`config.mk`:
```
export PLATFORM = sky130hd
export DESIGN_NAME = midori_sbox_layer_ctrl
export DESIGN_NICKNAME = d
export VERILOG_FILES = /design/src/rtl/midori_sbox_layer_ctrl.sv
export SDC_FILE = /design/constraint.sdc
export NUM_CORES = 1
export LEC_CHECK = 0
export BUFFER_PORTS_ARGS = -buffer_cell sky130_fd_sc_hd__buf_2
export CAP_MARGIN = 20
export CORE_MARGIN = 10
export CORE_UTILIZATION = 49
export DETAILED_ROUTE_END_ITERATION = 10
export GPL_ROUTABILITY_DRIVEN = 0
export MAX_ROUTING_LAYER = met4
export PLACE_DENSITY = 0.86
export SYNTH_ARGS = -nofsm -noshare
export SYNTH_HDL_FRONTEND = slang
export SYNTH_SLANG_ARGS = --single-unit
```
`constraint.sdc`:
```
create_clock -name clk -period 2.35 [get_ports clk]
set_input_delay 0.235 -clock clk [delete_from_list [all_inputs] [get_ports clk]]
set_output_delay 0.235 -clock clk [all_outputs]
set_load 0.01 [all_outputs]
```
`src/rtl/midori_sbox_layer_ctrl.sv`:
```
// Serial sequencer for an external 3-share masked Midori S-box: one nibble per share per cycle in, ordered collection out.
// Optional macro SBOX_ZERO_FLUSH_EN adds a zero-input FLUSH phase after DRAIN so no share data lingers in the S-box.
module midori_sbox_layer_ctrl #(
  parameter int NIBBLES  = 16,
  parameter int SBOX_LAT = 3
) (
  input  logic                 clk,
  input  logic                 rst,
  input  logic                 start,
  input  logic [4*NIBBLES-1:0] state_in_s0,
  input  logic [4*NIBBLES-1:0] state_in_s1,
  input  logic [4*NIBBLES-1:0] state_in_s2,
  output logic                 busy,
  output logic                 done,
  output logic [4*NIBBLES-1:0] state_out_s0,
  output logic [4*NIBBLES-1:0] state_out_s1,
  output logic [4*NIBBLES-1:0] state_out_s2,
  output logic                 sbox_en,
  output logic [3:0]           sbox_in_s0,
  output logic [3:0]           sbox_in_s1,
  output logic [3:0]           sbox_in_s2,
  input  logic [3:0]           sbox_out_s0,
  input  logic [3:0]           sbox_out_s1,
  input  logic [3:0]           sbox_out_s2
);

  localparam int W  = 4 * NIBBLES;
  localparam int CW = $clog2(NIBBLES) + 1;
  localparam int LW = $clog2(SBOX_LAT + 1);

`ifdef SBOX_ZERO_FLUSH_EN
  typedef enum logic [2:0] {IDLE, FEED, DRAIN, FLUSH, DONE} state_t;
`else
  typedef enum logic [2:0] {IDLE, FEED, DRAIN, DONE} state_t;
`endif

  state_t              state_reg;
  logic [CW-1:0]       feed_cnt_reg;
  logic [CW-1:0]       collect_cnt_reg;
  logic [LW-1:0]       lat_cnt_reg;
  logic [SBOX_LAT-1:0] valid_sr_reg;
  logic [SBOX_LAT:0]   valid_sr_next;
  logic                feeding;
  logic                load;
  logic                feed_step;
  logic                capture;

  assign feeding       = (state_reg == FEED);
  assign load          = (state_reg == IDLE) && start;
  assign feed_step     = feeding && (feed_cnt_reg != CW'(NIBBLES));
  // The valid bit of a nibble reaches the top tap exactly when its S-box result appears.
  assign valid_sr_next = {valid_sr_reg, feeding};
  assign capture       = valid_sr_reg[SBOX_LAT-1] && (collect_cnt_reg != CW'(NIBBLES));

  always_ff @(posedge clk) begin
    if (rst) begin
      state_reg       <= IDLE;
      feed_cnt_reg    <= '0;
      collect_cnt_reg <= '0;
      lat_cnt_reg     <= '0;
      valid_sr_reg    <= '0;
      busy            <= 1'b0;
      done            <= 1'b0;
      sbox_en         <= 1'b0;
    end else begin
      valid_sr_reg <= valid_sr_next[SBOX_LAT-1:0];
      done         <= 1'b0;
      if (capture) begin
        collect_cnt_reg <= collect_cnt_reg + 1'b1;
      end
      case (state_reg)
        IDLE: begin
          if (start) begin
            state_reg       <= FEED;
            feed_cnt_reg    <= CW'(1);
            collect_cnt_reg <= '0;
            busy            <= 1'b1;
            sbox_en         <= 1'b1;
          end
        end
        FEED: begin
          if (feed_cnt_reg == CW'(NIBBLES)) begin
            state_reg   <= DRAIN;
            lat_cnt_reg <= LW'(1);
          end else begin
            feed_cnt_reg <= feed_cnt_reg + 1'b1;
          end
        end
        DRAIN: begin
          if (lat_cnt_reg == LW'(SBOX_LAT)) begin
`ifdef SBOX_ZERO_FLUSH_EN
            state_reg   <= FLUSH;
            lat_cnt_reg <= LW'(1);
`else
            state_reg   <= DONE;
            busy        <= 1'b0;
            sbox_en     <= 1'b0;
            done        <= 1'b1;
`endif
          end else begin
            lat_cnt_reg <= lat_cnt_reg + 1'b1;
          end
        end
`ifdef SBOX_ZERO_FLUSH_EN
        FLUSH: begin
          if (lat_cnt_reg == LW'(SBOX_LAT)) begin
            state_reg <= DONE;
            busy      <= 1'b0;
            sbox_en   <= 1'b0;
            done      <= 1'b1;
          end else begin
            lat_cnt_reg <= lat_cnt_reg + 1'b1;
          end
        end
`endif
        DONE:    state_reg <= IDLE;
        default: state_reg <= IDLE;
      endcase
    end
  end

  // Each share has its own independent datapath; shares never meet inside this block.
  for (genvar gi = 0; gi < 3; gi++) begin : g_share
    logic [W-1:0] in_share;
    logic [W-1:0] shift_reg;
    logic [W-1:0] out_reg;
    logic [W-1:0] out_next;
    logic [3:0]   nib_reg;
    logic [3:0]   sbox_nib;

    if (gi == 0) begin : g_s0
      assign in_share     = state_in_s0;
      assign sbox_nib     = sbox_out_s0;
      assign state_out_s0 = out_reg;
      assign sbox_in_s0   = nib_reg;
    end else if (gi == 1) begin : g_s1
      assign in_share     = state_in_s1;
      assign sbox_nib     = sbox_out_s1;
      assign state_out_s1 = out_reg;
      assign sbox_in_s1   = nib_reg;
    end else begin : g_s2
      assign in_share     = state_in_s2;
      assign sbox_nib     = sbox_out_s2;
      assign state_out_s2 = out_reg;
      assign sbox_in_s2   = nib_reg;
    end

    always_comb begin
      out_next = out_reg;
      for (int n = 0; n < NIBBLES; n++) begin
        if (capture && (collect_cnt_reg == CW'(n))) begin
          out_next[4*n +: 4] = sbox_nib;
        end
      end
    end

    always_ff @(posedge clk) begin
      if (rst) begin
        shift_reg <= '0;
        nib_reg   <= '0;
        out_reg   <= '0;
      end else begin
        out_reg <= out_next;
        if (load) begin
          nib_reg   <= in_share[3:0];
          shift_reg <= in_share >> 4;
        end else if (feed_step) begin
          nib_reg   <= shift_reg[3:0];
          shift_reg <= shift_reg >> 4;
        end else begin
          nib_reg <= '0;
        end
      end
    end
  end

endmodule
```
==> results of run 1 <==
## worst min-delay path by stage
stage / end / depth (start not counted)
after floorplan: g_share[0].shift_reg[56] / 2
after global placement: valid_sr_reg[2] / 1
after detailed placement: valid_sr_reg[1] / 1
after CTS: g_share[0].shift_reg[34] / 3
after global routing: g_share[1].shift_reg[46] / 3
final: g_share[1].shift_reg[46] / 3
## power by group through the flow
stage / clock network (mW) / logic, mW / registers [mW]
after global routing: 7.15 / 6.73 / 9.11
after CTS: 6.79 / 5.78 / 8.88
after global placement: 0 / 5.32 / 8.95
after floorplan: 0 / 4.45 / 8.81
after detailed placement: 0 / 5.52 / 9.01
final: 6.82 / 6.17 / 9.00
## kinds of logic (layout without fill, tap and decap cells)
kind of cell    after synthesis  in the layout  share of synthesized area
simple gates               1033           1033                     0.3061
flops                       403            403                     0.5027
buf+inv                     193            692                    0.05698
mux                         146            146                    0.09105
compound gates               95             95                    0.03219
fa+ha+maj                    12             12                   0.009354
xor+xnor                      3              3                   0.001637
other cells                   0             23                          0
## worst register-to-register path: stages (launching register included)
cell,delay [ns]
dfxtp_1,0.40
inv_1,0.09
ha_1,0.23
nand4bb_2,0.22
and2_4,0.25
buf_6,0.34
nor3_1,0.11
nor4_1,0.52
## Yosys cell counts (all sizes together) (4+ instances only)
cell    count
nor4      169
nand2     131
nor2b       6
nand3      33
ha         12
dfxtp     403
nor2      324
buf        91
a21oi      78
o21ai       7
nor3      345
mux2i     146
inv         8
and2        4
clkbuf     94
## final cells by class
class	count	area, um^2	share of cell area
clock inverter	12	160.2	0.007478
timing repair buffer	610	4185	0.1954
tap	442	553.0	0.02582
clock buffer	62	1247	0.05825
inverter	8	30.03	0.001402
sequential	403	8068	0.3767
antenna	23	57.56	0.002688
multi-input combinational	1289	7114	0.3322
## metrics by stage
step	util	setup slack (ns)	cells	cell area (um^2)
floorplan	-	0.6916	1885	16050
global route	0.6597	-0.08588	2846	21410
detailed placement	0.5636	0.2274	2590	18290
CTS	0.6570	0.2181	2826	21320
finish	0.6599	0.04303	2849	21420
global placement	0.5636	0.3919	2590	18290
## cells in the final DEF (no fill, tap or decap), types with 23 or more instances in the layout
cell           count
nor4_1           168
buf_2            412
nor2_1           324
nand3_1           33
nor3_1           343
diode_2           23
dlygate4sd3_1    162
clkbuf_16         43
nand2_1          129
dfxtp_1          403
mux2i_1          146
a21oi_1           77
## metal layers
metal	part of all wire	vias to the layer above	GRT usage
li1	-	7554	-
met1	0.36	7761	0.3201
met2	0.48	1165	0.4709
met3	0.094	289	0.07020
met4	0.064	0	0.1582
met5	0	-	-
## timing repair
item | CTS | global route
gates resized for setup | 0 | 7
buffers inserted | 0 | 0
endpoints found under the hold margin | 162 | 0
endpoints found under the setup margin | 0 | 11
hold buffers | 162 | 0
==> metrics, run 1 <==
Routed WL 59.94 mm; post-synth top area share 0.5027; residual DRC count 0; Internal approximately 14 mW; Synth cell types 40; core area 32450 um^2; min-delay worst type in2reg; total CTS buffers 43; Main synth FF type dfxtp_1; Setup crit end kind register; Sequential Power Share 0.409; Die Y 201.0 um; power share of the combinational group 0.281; Period minus WS final 2.307 ns; site row count 66; first-pass GRT wire length 92.52 mm; CP Launch Type register; Die W between 200 and 250 um; cell family with most CP delay simple AND/OR/NAND/NOR gates; Port Buffers 413; vias per std cell 5.886; maxcap violations 0; r2r startpoint feed_cnt_reg[0]; # fillers 2233; number of enable flip-flop cells after synthesis 0; clk_lat worst skew ~0.56 ns; Pwr Total between 20 and 25 mW; DR vias 16.77k; pins over their slew limit 0; Worst slew margin 0.5233; CP Class reg2reg; outcome finished, final reports clean; num ports 414; number of global-route vias before repair 16.29k; register area share after synthesis 0.5027; drt pass-1 iters 6; Clk pwr share 0.310; clock sink total 403; WP depth 7; Initial Utilization 0.4946; R2R cell count 7; r2r setup slk 0.04 ns; Final Hold Fails 0; layout cells sized above 1 0.2227; DRT antenna net count 0; largest net degree at the start of global routing 104; yosys warns 0; Leakage Power 9.161 nW; peak supply drop 0.8245 mV; Worst path slowest cell nor4_1; crit-path cells inv_1 -> ha_1 -> nand4bb_2 -> and2_4 -> buf_6 -> nor3_1 -> nor4_1; Worst Hold Slack 0.009199 ns; crit path launch feed_cnt_reg[0]; number of flip-flops in the largest register 180; clk_skew ~0.027 ns; CP endpoint g_share[2].shift_reg[42]; Syn-to-layout area delta 33.43%; FMAX roughly 430 MHz; H-Tree Level Count 2; Post-Route Setup TNS 0 ns; synth top area cells dfxtp_1 50%, nor3_1 11%, mux2i_1 9.1%, nor2_1 7.6%, nor4_1 6.6%; Longest Clk Path Bufs 3; CP arrival roughly 2.7 ns; overall global routing resource usage 0.2885; TritonCTS clock tree done; fin nets between 2k and 3k; clk slew on worst S/H paths about 0.060 ns; Sw Ratio 0.3415; slowest cell delay on critical path 0.52 ns; critical path peak fanout 44; total power per unit cell area roughly 1000 nW/um^2; die area about 40000 um^2; syn avg cell area ~8.5 um^2; Slew @ Worst Pin 0.7129 ns; Syn Std Cell Area roughly 16000 um^2; async set-reset flop share out of synthesis 0; WP data required around 2.7 ns; Tcrit/Tclk final 0.9817; CP Buf/Inv Count 2; final setup fails 0; HP Start state_in_s1[50]; initial drt markers 2098; Root Driver clkbuf_16; worst flop-to-flop path endpoint g_share[2].shift_reg[42]; Post-DP HPWL 35.33 mm; NetSw 7.511 mW; largest area contributor in the netlist dfxtp_1; Yosys reg bits approximately 400; initial antenna violation count 20; routed len/inst about 21 um; total gr overflow 0; Net Count, Synth 2104; Cells after Synth ~1.9k
No activity file was read; power rests on OpenSTA's default activity.
==> run 2, diff against run 1 <==
CORE_ASPECT_RATIO = 0.5   (was default)
==> run 2 against run 1 <==
  * Largest power group unchanged
  * Worst setup slack gained 0.075 ns
  * Core utilization increased by 0.41 points
  * Worst hold slack improved by 0.00059 ns
==> metrics, run 2 (synthesis results as in run 1) <==
Internal 14.36 mW; pins over their slew limit 0; fin nets 2560; core area around 32000 um^2; number of global-route vias before repair about 16k; Clk pwr share 0.299; initial drt markers ~1.6k; num ports between 400 and 500; hold path depth 3; peak supply drop 0.6997 mV; CP arrival 2.62 ns; drt pass-1 iters 6; Port Buffers 413; WP data required 2.74 ns; Syn-to-layout area delta 32.39%; post-CTS setup buffers 0; Longest Clk Path Bufs 3; clock sink total 403; CP Launch Type register; most frequent cells in the layout 412 x buf_2, 403 x dfxtp_1, 343 x nor3_1; final setup margin 0.1184 ns; largest net degree at the start of global routing 118; total gr overflow 0; layout cells sized above 1 0.2299; r2r setup slk around 0.12 ns; Post-DP HPWL 34.82 mm; Pwr Total 21.91 mW; Worst path slowest cell nor4_1; first-pass GRT wire length 88.97 mm; Placed Cells 2596; outcome finished, final reports clean; Slew @ Worst Pin 0.8957 ns; slowest cell delay on critical path 0.47 ns; clk_lat worst skew 0.56 ns; initial antenna violation count 13; min-delay worst type in2reg; Leakage Power just over 9 nW; r2r startpoint feed_cnt_reg[0]; Final Hold Fails 0; unrepaired setup endpoints after global routing false; Setup crit end kind register; routed len/inst 20.91 um; FMAX 448.1 MHz; commonest non-fill, non-tap cell in the layout buf_2; DP Worst Slack 0.2691 ns; total power per unit cell area 1031 nW/um^2; critical path peak fanout 59; site row count 46; R2R cell count 7; Sw Ratio 0.3444; crit-path cells inv_1 -> ha_1 -> nand4bb_2 -> and2_4 -> buf_12 -> nor3_1 -> nor4_1; Tcrit/Tclk final 0.9496; residual DRC count 0; die area 40830 um^2; Hold EP g_share[1].shift_reg[33]; worst flop-to-flop path endpoint g_share[1].shift_reg[40]; Post-Route Setup TNS 0 ns; Sequential Power Share 0.411; number of flip-flops in the largest register 180; Initial Utilization 0.5016; final setup fails 0; vias per std cell 5.890; Routed WL 58.85 mm; Period minus WS final approximately 2.2 ns; DRT antenna net count 0; H-Tree Level Count 2; CP Buf/Inv Count 2; clk_skew 0.04454 ns; Die W 276.0 um; total CTS buffers 37; power share of the combinational group 0.290; Die Y 148.0 um; overall global routing resource usage 0.2798; TritonCTS clock tree done; CP Class reg2reg; DR vias 16.57k; HP Start state_in_s1[37]; NetSw 7.546 mW; Worst slew margin 0.4015; # fillers 2440; clk slew on worst S/H paths 0.08 ns; cell family with most CP delay simple AND/OR/NAND/NOR gates; Root Driver clkbuf_16; Post-Layout Cell Count approximately 2.8k; maxcap violations 0
==> run 2: changes by cell type in the layout (fill, tap and decap cells not counted), sizes merged <==
| cell | delta |
|---|---|
| buf | +16 |
| dlygate4sd3 | -24 |
| inv | +2 |
| clkinv | +1 |
| diode | -7 |
| clkbuf | -15 |
| bufinv | +2 |
==> run 2: per-layer routing <==
layer	up-vias	global-route usage	wire (um)
met4	0	0.1888	4399
met3	346	0.05008	4129
li1	7503	-	-
met2	956	0.4720	29100
met1	7769	0.2989	21220
met5	-	-	0
==> run 2: power by group through the flow <==
| stage | logic (mW) | clock network, mW | registers, mW |
|---|---|---|---|
| 2_1_floorplan | 4.45 | 0 | 8.81 |
| 3_3_place_gp | 5.61 | 0 | 8.97 |
| 3_5_place_dp | 5.77 | 0 | 9.01 |
| 4_1_cts | 6.00 | 6.55 | 8.89 |
| 5_1_grt | 6.95 | 6.87 | 9.12 |
| 6_report | 6.35 | 6.55 | 9.01 |
==> run 2: what timing repair did <==
item / 4_1_cts / 5_1_grt
endpoints found under the setup margin: 0 / 8
endpoints found under the hold margin: 138 / 0
hold buffers: 138 / 0
resized for setup: 0 / 5
==> run 2: area by class of cell <==
type	instances	area, um^2	area share
diodes	16	40.04	0.001884
clock buffers	47	1056	0.04970
clock inverters	17	239.0	0.01125
inverters	8	30.03	0.001413
multi-input cells	1289	7134	0.3357
flip-flops and latches	403	8068	0.3797
well taps	432	540.5	0.02544
repair buffers	602	4141	0.1949
==> run 2: worst reg2reg max path, delay by kind of cell, from the launching register on <==
family                   cells  cell delay [ns]
adder cells (fa/ha/maj)      1             0.24
buffers and inverters        2             0.38
flip-flops                   1             0.40
AND/OR/NAND/NOR              4             1.08
==> run 2: through the flow <==
step	hold WS (ns)	instance area, um^2	util
4_1_cts	0.0004525	21180	0.6618
3_3_place_gp	0.4221	18500	0.5782
2_1_floorplan	0.3710	16050	-
3_5_place_dp	0.4295	18500	0.5782
5_1_grt	0.004716	21240	0.6639
6_report	0.009787	21250	0.6640
==> run 2: worst max path at each step <==
stage / from / endpoint / slack [ns] / cells past startpoint
floorplan: collect_cnt_reg[0] / state_out_s0[63] / 0.69 / 7
global placement: feed_cnt_reg[0] / g_share[1].shift_reg[50] / 0.41 / 7
detailed placement: feed_cnt_reg[0] / g_share[0].shift_reg[14] / 0.27 / 7
CTS: feed_cnt_reg[0] / g_share[0].shift_reg[14] / 0.24 / 7
global route: feed_cnt_reg[0] / g_share[2].shift_reg[47] / 0.007 / 7
finish: feed_cnt_reg[0] / g_share[1].shift_reg[40] / 0.12 / 7
